==> src/rtl/ctrl_pkg.sv <==
// Shared encodings for the multicycle controller: FSM states, opcodes, ALUOp and ALUControl codes.
package ctrl_pkg;

    localparam int unsigned OP_W     = 7;
    localparam int unsigned ALUOP_W  = 2;
    localparam int unsigned ALUCTL_W = 3;

    typedef enum logic [3:0] {
        FETCH,
        DECODE,
        MEMADR,
        MEMREAD,
        MEMWB,
        MEMWRITE,
        EXECUTER,
        EXECUTEI,
        ALUWB,
        BEQ,
        JAL
    } state_t;

    localparam logic [OP_W-1:0] OP_LW    = 7'b0000011;
    localparam logic [OP_W-1:0] OP_SW    = 7'b0100011;
    localparam logic [OP_W-1:0] OP_RTYPE = 7'b0110011;
    localparam logic [OP_W-1:0] OP_ITYPE = 7'b0010011;
    localparam logic [OP_W-1:0] OP_JAL   = 7'b1101111;
    localparam logic [OP_W-1:0] OP_BEQ   = 7'b1100011;

    localparam logic [ALUOP_W-1:0] ALUOP_ADD   = 2'b00;
    localparam logic [ALUOP_W-1:0] ALUOP_SUB   = 2'b01;
    localparam logic [ALUOP_W-1:0] ALUOP_FUNCT = 2'b10;

    localparam logic [ALUCTL_W-1:0] ALUCTL_ADD = 3'b000;
    localparam logic [ALUCTL_W-1:0] ALUCTL_SUB = 3'b001;
    localparam logic [ALUCTL_W-1:0] ALUCTL_AND = 3'b010;
    localparam logic [ALUCTL_W-1:0] ALUCTL_OR  = 3'b011;
    localparam logic [ALUCTL_W-1:0] ALUCTL_SLT = 3'b101;

endpackage

==> src/rtl/alu_decoder.sv <==
// Combinational ALU operation decode from ALUOp and the instruction's funct fields.
module alu_decoder
    import ctrl_pkg::*;
(
    input  logic [1:0] ALUOp,
    input  logic [2:0] funct3,
    input  logic       op5,
    input  logic       funct7b5,
    output logic [2:0] ALUControl
);

    always_comb begin
        ALUControl = ALUCTL_ADD;
        case (ALUOp)
            ALUOP_ADD: ALUControl = ALUCTL_ADD;
            ALUOP_SUB: ALUControl = ALUCTL_SUB;
            ALUOP_FUNCT: begin
                case (funct3)
                    3'b000:  ALUControl = (op5 & funct7b5) ? ALUCTL_SUB : ALUCTL_ADD;
                    3'b010:  ALUControl = ALUCTL_SLT;
                    3'b110:  ALUControl = ALUCTL_OR;
                    3'b111:  ALUControl = ALUCTL_AND;
                    default: ALUControl = ALUCTL_ADD;
                endcase
            end
            default: ALUControl = ALUCTL_ADD;
        endcase
    end

endmodule

==> src/rtl/multicycle_controller.sv <==
// Moore-style multicycle RISC-V control FSM with write enables forced off during reset.
// Define MEM_HANDSHAKE_EN to make FETCH/MEMREAD/MEMWRITE wait for mem_ready.
module multicycle_controller
    import ctrl_pkg::*;
(
    input  logic       clk,
    input  logic       rst_n,
    input  logic [6:0] op,
    input  logic [2:0] funct3,
    input  logic       funct7b5,
    input  logic       zero,
    input  logic       mem_ready,
    output logic       mem_req,
    output logic       PCWrite,
    output logic       IRWrite,
    output logic       MemWrite,
    output logic       RegWrite,
    output logic       AdrSrc,
    output logic [1:0] ResultSrc,
    output logic [1:0] ALUSrcA,
    output logic [1:0] ALUSrcB,
    output logic [1:0] ImmSrc,
    output logic [2:0] ALUControl,
    output logic       illegal_op
);

    state_t     r_state;
    state_t     w_next;
    logic [1:0] w_alu_op;
    logic       w_mem_ok;
    logic       w_mem_req;
    logic       w_ir_write;
    logic       w_mem_write;
    logic       w_reg_write;
    logic       w_branch;
    logic       w_pc_update;
    logic       w_illegal;

`ifdef MEM_HANDSHAKE_EN
    assign w_mem_ok = mem_ready;
`else
    logic w_unused_mem_ready;
    assign w_mem_ok           = 1'b1;
    assign w_unused_mem_ready = mem_ready;
`endif

    always_ff @(posedge clk) begin
        if (!rst_n) r_state <= FETCH;
        else        r_state <= w_next;
    end

    always_comb begin
        w_next      = FETCH;
        w_mem_req   = 1'b0;
        w_ir_write  = 1'b0;
        w_mem_write = 1'b0;
        w_reg_write = 1'b0;
        w_branch    = 1'b0;
        w_pc_update = 1'b0;
        w_illegal   = 1'b0;
        w_alu_op    = ALUOP_ADD;
        AdrSrc      = 1'b0;
        ResultSrc   = 2'b00;
        ALUSrcA     = 2'b00;
        ALUSrcB     = 2'b00;
        case (r_state)
            FETCH: begin
                w_mem_req   = 1'b1;
                w_ir_write  = w_mem_ok;
                w_pc_update = w_mem_ok;
                ALUSrcB     = 2'b10;
                ResultSrc   = 2'b10;
                w_next      = w_mem_ok ? DECODE : FETCH;
            end
            DECODE: begin
                ALUSrcA = 2'b01;
                ALUSrcB = 2'b01;
                case (op)
                    OP_LW, OP_SW: w_next = MEMADR;
                    OP_RTYPE:     w_next = EXECUTER;
                    OP_ITYPE:     w_next = EXECUTEI;
                    OP_JAL:       w_next = JAL;
                    OP_BEQ:       w_next = BEQ;
                    default: begin
                        w_next    = FETCH;
                        w_illegal = 1'b1;
                    end
                endcase
            end
            MEMADR: begin
                ALUSrcA = 2'b10;
                ALUSrcB = 2'b01;
                w_next  = (op == OP_LW) ? MEMREAD : MEMWRITE;
            end
            MEMREAD: begin
                w_mem_req = 1'b1;
                AdrSrc    = 1'b1;
                w_next    = w_mem_ok ? MEMWB : MEMREAD;
            end
            MEMWB: begin
                ResultSrc   = 2'b01;
                w_reg_write = 1'b1;
            end
            MEMWRITE: begin
                w_mem_req   = 1'b1;
                AdrSrc      = 1'b1;
                w_mem_write = w_mem_ok;
                w_next      = w_mem_ok ? FETCH : MEMWRITE;
            end
            EXECUTER: begin
                ALUSrcA  = 2'b10;
                w_alu_op = ALUOP_FUNCT;
                w_next   = ALUWB;
            end
            EXECUTEI: begin
                ALUSrcA  = 2'b10;
                ALUSrcB  = 2'b01;
                w_alu_op = ALUOP_FUNCT;
                w_next   = ALUWB;
            end
            ALUWB: w_reg_write = 1'b1;
            BEQ: begin
                ALUSrcA  = 2'b10;
                w_alu_op = ALUOP_SUB;
                w_branch = 1'b1;
            end
            JAL: begin
                ALUSrcA     = 2'b01;
                ALUSrcB     = 2'b10;
                w_pc_update = 1'b1;
                w_next      = ALUWB;
            end
            default: w_next = FETCH;
        endcase
    end

    // Immediate format depends only on the opcode, not on the state.
    always_comb begin
        case (op)
            OP_SW:   ImmSrc = 2'b01;
            OP_BEQ:  ImmSrc = 2'b10;
            OP_JAL:  ImmSrc = 2'b11;
            default: ImmSrc = 2'b00;
        endcase
    end

    assign mem_req    = rst_n & w_mem_req;
    assign PCWrite    = rst_n & ((w_branch & zero) | w_pc_update);
    assign IRWrite    = rst_n & w_ir_write;
    assign MemWrite   = rst_n & w_mem_write;
    assign RegWrite   = rst_n & w_reg_write;
    assign illegal_op = rst_n & w_illegal;

    alu_decoder u_alu_decoder (
        .ALUOp      (w_alu_op),
        .funct3     (funct3),
        .op5        (op[5]),
        .funct7b5   (funct7b5),
        .ALUControl (ALUControl)
    );

endmodule

==> config.mk <==
export PLATFORM = sky130hd
export DESIGN_NAME = multicycle_controller
export DESIGN_NICKNAME = d
export VERILOG_FILES = /design/src/rtl/ctrl_pkg.sv /design/src/rtl/alu_decoder.sv /design/src/rtl/multicycle_controller.sv
export SDC_FILE = /design/constraint.sdc
export NUM_CORES = 1
export LEC_CHECK = 0
export BUFFER_PORTS_ARGS = -buffer_cell sky130_fd_sc_hd__buf_2
export CAP_MARGIN = 20
export CORE_UTILIZATION = 45
export CTS_BUF_LIST = sky130_fd_sc_hd__clkbuf_2 sky130_fd_sc_hd__clkbuf_4 sky130_fd_sc_hd__clkbuf_8
export DETAILED_ROUTE_END_ITERATION = 8
export PLACE_DENSITY = 0.87
export SYNTH_ARGS = -nofsm -noshare
export SYNTH_HDL_FRONTEND = slang
export SYNTH_SLANG_ARGS = --single-unit
==> constraint.sdc <==
create_clock -name clk -period 1.75 [get_ports clk]
set_input_delay 0.35 -clock clk [delete_from_list [all_inputs] [get_ports clk]]
set_output_delay 0.35 -clock clk [all_outputs]
set_load 0.01 [all_outputs]
### Word-level counts from Yosys, hierarchy flattened

Index checks and enable logic that the tools add are counted.

* output and inout port bits: 18
* flip-flop bits (word level): 4
* bits of input ports: 15
* logic and storage cells: 64

* eq/ne operators: 21
* mux-type cells: 20
* reductions and logical operators: 13
* bitwise gates (word level): 9

Operators by type and width (count)
* $pmux W4 S5: 2
* $eq A4 B3 Y1 const B: 4
* $pmux W2 S2: 4
* $eq A7 B6 Y1 const B: 2
* $eq A7 B7 Y1 const B: 2
* $eq A4 B4 Y1 const B: 3
* $pmux W3 S4: 1
* $reduce_or A2 Y1: 6
* $mux W1: 10
* $reduce_or A3 Y1: 3
* $and A1 B1 Y1: 8
* $eq A4 B2 Y1 const B: 2
* $eq A7 B2 Y1 const B: 1
* $eq A7 B5 Y1 const B: 1
* $eq A3 B3 Y1 const B: 2
* $pmux W2 S3: 1
* $pmux W3 S2: 1
* $reduce_or A6 Y1: 1
* $eq A4 B1 Y1 const B: 1
* $logic_not A4 Y1: 1
* $reduce_or A4 Y1: 1
* $eq A3 B2 Y1 const B: 1
* $logic_not A3 Y1: 1
* $mux W3: 1
* 3 further kinds: 3

### Logic depth before layout (Yosys ltp)

* depth in word-level cells: 5
* gate-level depth with buffers: 7
* gate-level depth less buffers: 6

### Hierarchy

From an unflattened synthesis, not the netlist that was laid out.

* cell total of the unflattened synthesis: 86
* area, all modules: 591.8 um^2

By module, submodules not included
* multicycle_controller: sequential area each 80.1 um^2, times used 1, cells an instance 75, area each 495.5 um^2
* alu_decoder: sequential area each 0.0 um^2, times used 1, cells an instance 11, area each 96.3 um^2

### Least setup slack after synthesis

OpenSTA, ideal clock, no wires.

* kind: reg-to-output
* from: reg r_state[2]
* to: out ALUControl[0]
* stages on the path, launching flop included: 7
* slack: 0.017 ns
* data required time: 1.400 ns
* data arrival time: 1.383 ns
* path buffers: 1
* cells stage by stage: dfxtp_1 buf_2 nor2b_1 and2_1 inv_1 ha_1 a21oi_1

* cells in the longest elaborated chain, start to end: 5
* elaborated cells between the ends (all ways): 8
* those cells by class: eq/ne (5); mux (2); reduce/logical (1)

Ends and longest elaborated chain
* start, declared: line multicycle_controller.sv:27 `state_t r_state;`
* start signal, assigned: line multicycle_controller.sv:49 `else r_state <= w_next;`
* $eq A4 B3 Y1: line multicycle_controller.sv:66 `case (r_state)`
* $reduce_or A2 Y1 (no source line)
* $pmux W2 S2 *: line multicycle_controller.sv:66
* $eq A2 B2 Y1 / $eq A2 B1 Y1 (equally long branches): line alu_decoder.sv:14 `case (ALUOp)`
* $pmux W3 S2 *: line alu_decoder.sv:14
* end, declared: line multicycle_controller.sv:23 `output logic [2:0] ALUControl,`

Every way passes the cells marked *; elsewhere a longest branch is shown, timed or not.

### Worst setup path in the final report

* from: reg r_state[0]
* to: out ALUControl[0]

Same word-level chain as after synthesis.

==> flow_metrics.tcl <==
set metrics [dict create \
    gp_congestion 0.746 \
    top_register "r_state" \
    synthCells 82 \
    syn-num-nets 99 \
    nets 150 \
    path_cells "nor2b_4 > nand3b_1 > inv_2 > ha_4 > a21oi_1 > buf_2" \
    synth.ff_latch_count 4 \
    top_regs "r_state (4)" \
    core-area_um2 1190 \
    internal_power_w 0.000253 \
    grt_max_degree 11 \
    drt_iter0_markers 48 \
    antennaDiodeCount 0 \
    rr_startpoint "r_state[0]" \
    cts_buffers 3 \
    r2r_end "r_state[1]" \
    synth.most_common_cell "nor2_1" \
    vias 918 \
    critPathMaxStageDelay_ns 0.34 \
    place_worst_setup_slack_ns 0.0428 \
    dp_hpwl_mm 1.27 \
    clk_latency_ns 0.24 \
    root_buffer "clkbuf_4" \
    cts_tree "done" \
    cp_slowest_cell "dfxtp_2" \
    cts_buffer_depth 2 \
    overflow 0 \
    ys_seq_area_share_pct 13.1 \
    rr_worst_depth 5 \
    cellPowerDensity_nw_per_um2 343 \
    skew_ns 0.00446 \
    yosysWarnings 0 \
    io-pin-count 33 \
    synth_edf_count 0 \
    syn_avg_cell_area_um2 7.45 \
    grt_pass1_wl_mm 3.26 \
    clock_sinks 4 \
    maxCapViolCount 0 \
    setup_tns_ns -0.475 \
    final_antenna_net_count 0 \
    path_max_fanout 3 \
    end_kind "output port" \
    pwr-share-clk_pct 31.9 \
    worstSetupStartpointType "flop" \
    layout-drive-gt1-share_pct 64.9 \
    synth_top_cell_area_share_pct 13.1 \
    num_rows 12 \
    finalCritPeriodShare_pct 110 \
    multiInputGateArea_um2 619 \
    worst_slack_ns -0.180 \
    die_y_um 38.8 \
    power_frac_seq_pct 24.6 \
    first_pass_iters 4 \
    grt_pass1_vias 773 \
    start_util_pct 51.5 \
    cp.required_ns 1.40 \
    synth_area_leaders "dfxtp_1 (13%), and3_1 (5.1%), nor2_1 (4.3%)" \
    min_to "r_state[1]" \
    yosys.area.top_type "dfxtp_1" \
    io_buffers 31 \
    cp_top_family "simple AND/OR/NAND/NOR gates" \
    syn_area_um2 611 \
    die_area_um2 1510 \
    remaining_drc_errors 0 \
    status "finished with violations" \
    violations "setup timing" \
    r2r_slack_ns 0.15 \
    hp-start "op[6]" \
    grt_usage_pct 32.7 \
    arrival_ns 1.58 \
    area_growth_pct 81.1 \
    hold_path_depth 3 \
    synthFlopType "dfxtp_1" \
    min_path_type "primary input to flop" \
    antenna_found_initial 0 \
    rsz0062_at_grt "true" \
    dpl.cell_count 132 \
    slew_headroom_pct 80.0 \
    dieWidth_um 38.8 \
    drv_slew 0 \
    register_area_um2 90.1 \
    fin_crit_ns 1.93 \
    synthTopCellsByCount "nor2_1 (7), a21oi_1 (5), and3_1 (5), buf_2 (5)" \
    ctsHtreeMaxLevel 1 \
    cts_hold_buffers 0 \
    stdcell_count 145 \
    power_frac_comb_pct 43.5 \
    path_buf_inv 2 \
    largest_register_ffs 4 \
    drt_wl_total_mm 2.79 \
    sw_frac_of_total_pct 33.4 \
    setup_viol 6 \
    synth.distinct_cells 38 \
    max-vdd-ir-drop_uv 321 \
    power.leakage_nw 0.523 \
    vias_per_cell 6.33 \
    fmax_mhz 518 \
    nFillCells 47 \
    p_switching_w 0.000127 \
    path_clk_slew_ns 0.04 \
    worstMarginPinSlew_ns 0.296 \
    crit_type "flop to output port" \
    async_reset_ff_share_pct 0 \
    finalHoldViolations 0 \
    drt-wirelength-per-cell_um 19.2 \
]
==> placed cells by master, fill, tap and decap left out, types with 2 or more instances in the layout <==
cell and instances:
nor2b_4 2, buf_2 30, or3b_2 2, mux2i_1 2
xor2_1 2, nand2b_4 2, clkbuf_4 3, nor4_4 2
a21oi_2 2, dfxtp_2 2, nor3b_1 2, ha_4 2
dfxtp_4 2, xnor2_1 2, a21oi_1 3, inv_2 2
and3_1 5, buf_4 14, nand3_1 2, nand4_1 2
o21ai_0 2, buf_6 8, nor2_1 6, nand3b_1 3
nand2b_1 2
==> worst max path at each step <==
stage                     startpoint  depth (start not counted)             to  slack [ns]
after CTS                 r_state[0]                          6  ALUControl[0]       -0.06
after global placement         op[4]                          5      ImmSrc[0]        0.05
final                     r_state[0]                          6  ALUControl[0]       -0.18
after floorplan           r_state[2]                          6  ALUControl[0]        0.02
after global routing      r_state[0]                          6  ALUControl[0]       -0.20
after detailed placement       op[4]                          5      ImmSrc[0]        0.04
==> stage by stage <==
step	area, um2	hold slack, ns	total power [W]	util (%)
3_3_place_gp	837	0.544	0.000202	70.6
4_1_cts	1030	0.489	0.000347	86.6
6_report	1110	0.509	0.000380	93.2
2_1_floorplan	611	0.504	0.000153	-
3_5_place_dp	837	0.581	0.000205	70.6
5_1_grt	1110	0.510	0.000393	93.2
==> logic make-up (layout without fill, tap and decap cells) <==
| logic type | after synthesis | after routing | synth area share (%) |
|---|---|---|---|
| multiplexers | 2 | 2 | 3.28 |
| AND/OR/NAND/NOR | 46 | 46 | 48.8 |
| flip-flops | 4 | 4 | 13.1 |
| adder cells (fa/ha/maj) | 2 | 2 | 4.10 |
| AO/OA/AOI/OAI | 14 | 14 | 17.0 |
| buffers and inverters | 9 | 58 | 6.56 |
| XOR/XNOR | 5 | 5 | 7.17 |
==> power by group through the flow <==
stage / Combinational [W] / Sequential [W] / Clock (W)
floorplan: 0.0000572 / 0.0000955 / 0
global placement: 0.000106 / 0.0000961 / 0
detailed placement: 0.000109 / 0.0000962 / 0
CTS: 0.000136 / 0.0000928 / 0.000118
global route: 0.000174 / 0.0000936 / 0.000125
finish: 0.000165 / 0.0000935 / 0.000121
==> timing repair <==
action | 4_1_cts | 5_1_grt
pin swaps | 8 | 5
resized for setup | 23 | 16
endpoints found under the setup margin | 6 | 13
setup buffers | 10 | 0
==> area by class of cell <==
cell class / count / area share (%)
clock buffers: 3 / 2.04
repair buffers: 52 / 31.2
flip-flops and latches: 4 / 8.14
multi-input cells: 69 / 56.0
well taps: 14 / 1.58
inverters: 3 / 1.02
==> tightest hold or removal path, stage by stage <==
cell	delay, ns
buf_2	0.14
or2_2	0.16
a221oi_2	0.06
==> routing by layer <==
layer | vias up | share of wire [%] | GRT usage, %
met2 | 70 | 49 | 63.3
met4 | 0 | 3.4 | 23.3
met1 | 427 | 37 | 28.8
met3 | 14 | 10 | 6.94
met5 | - | 0 | 0
li1 | 407 | - | -
(Power assumes the default switching activity.)
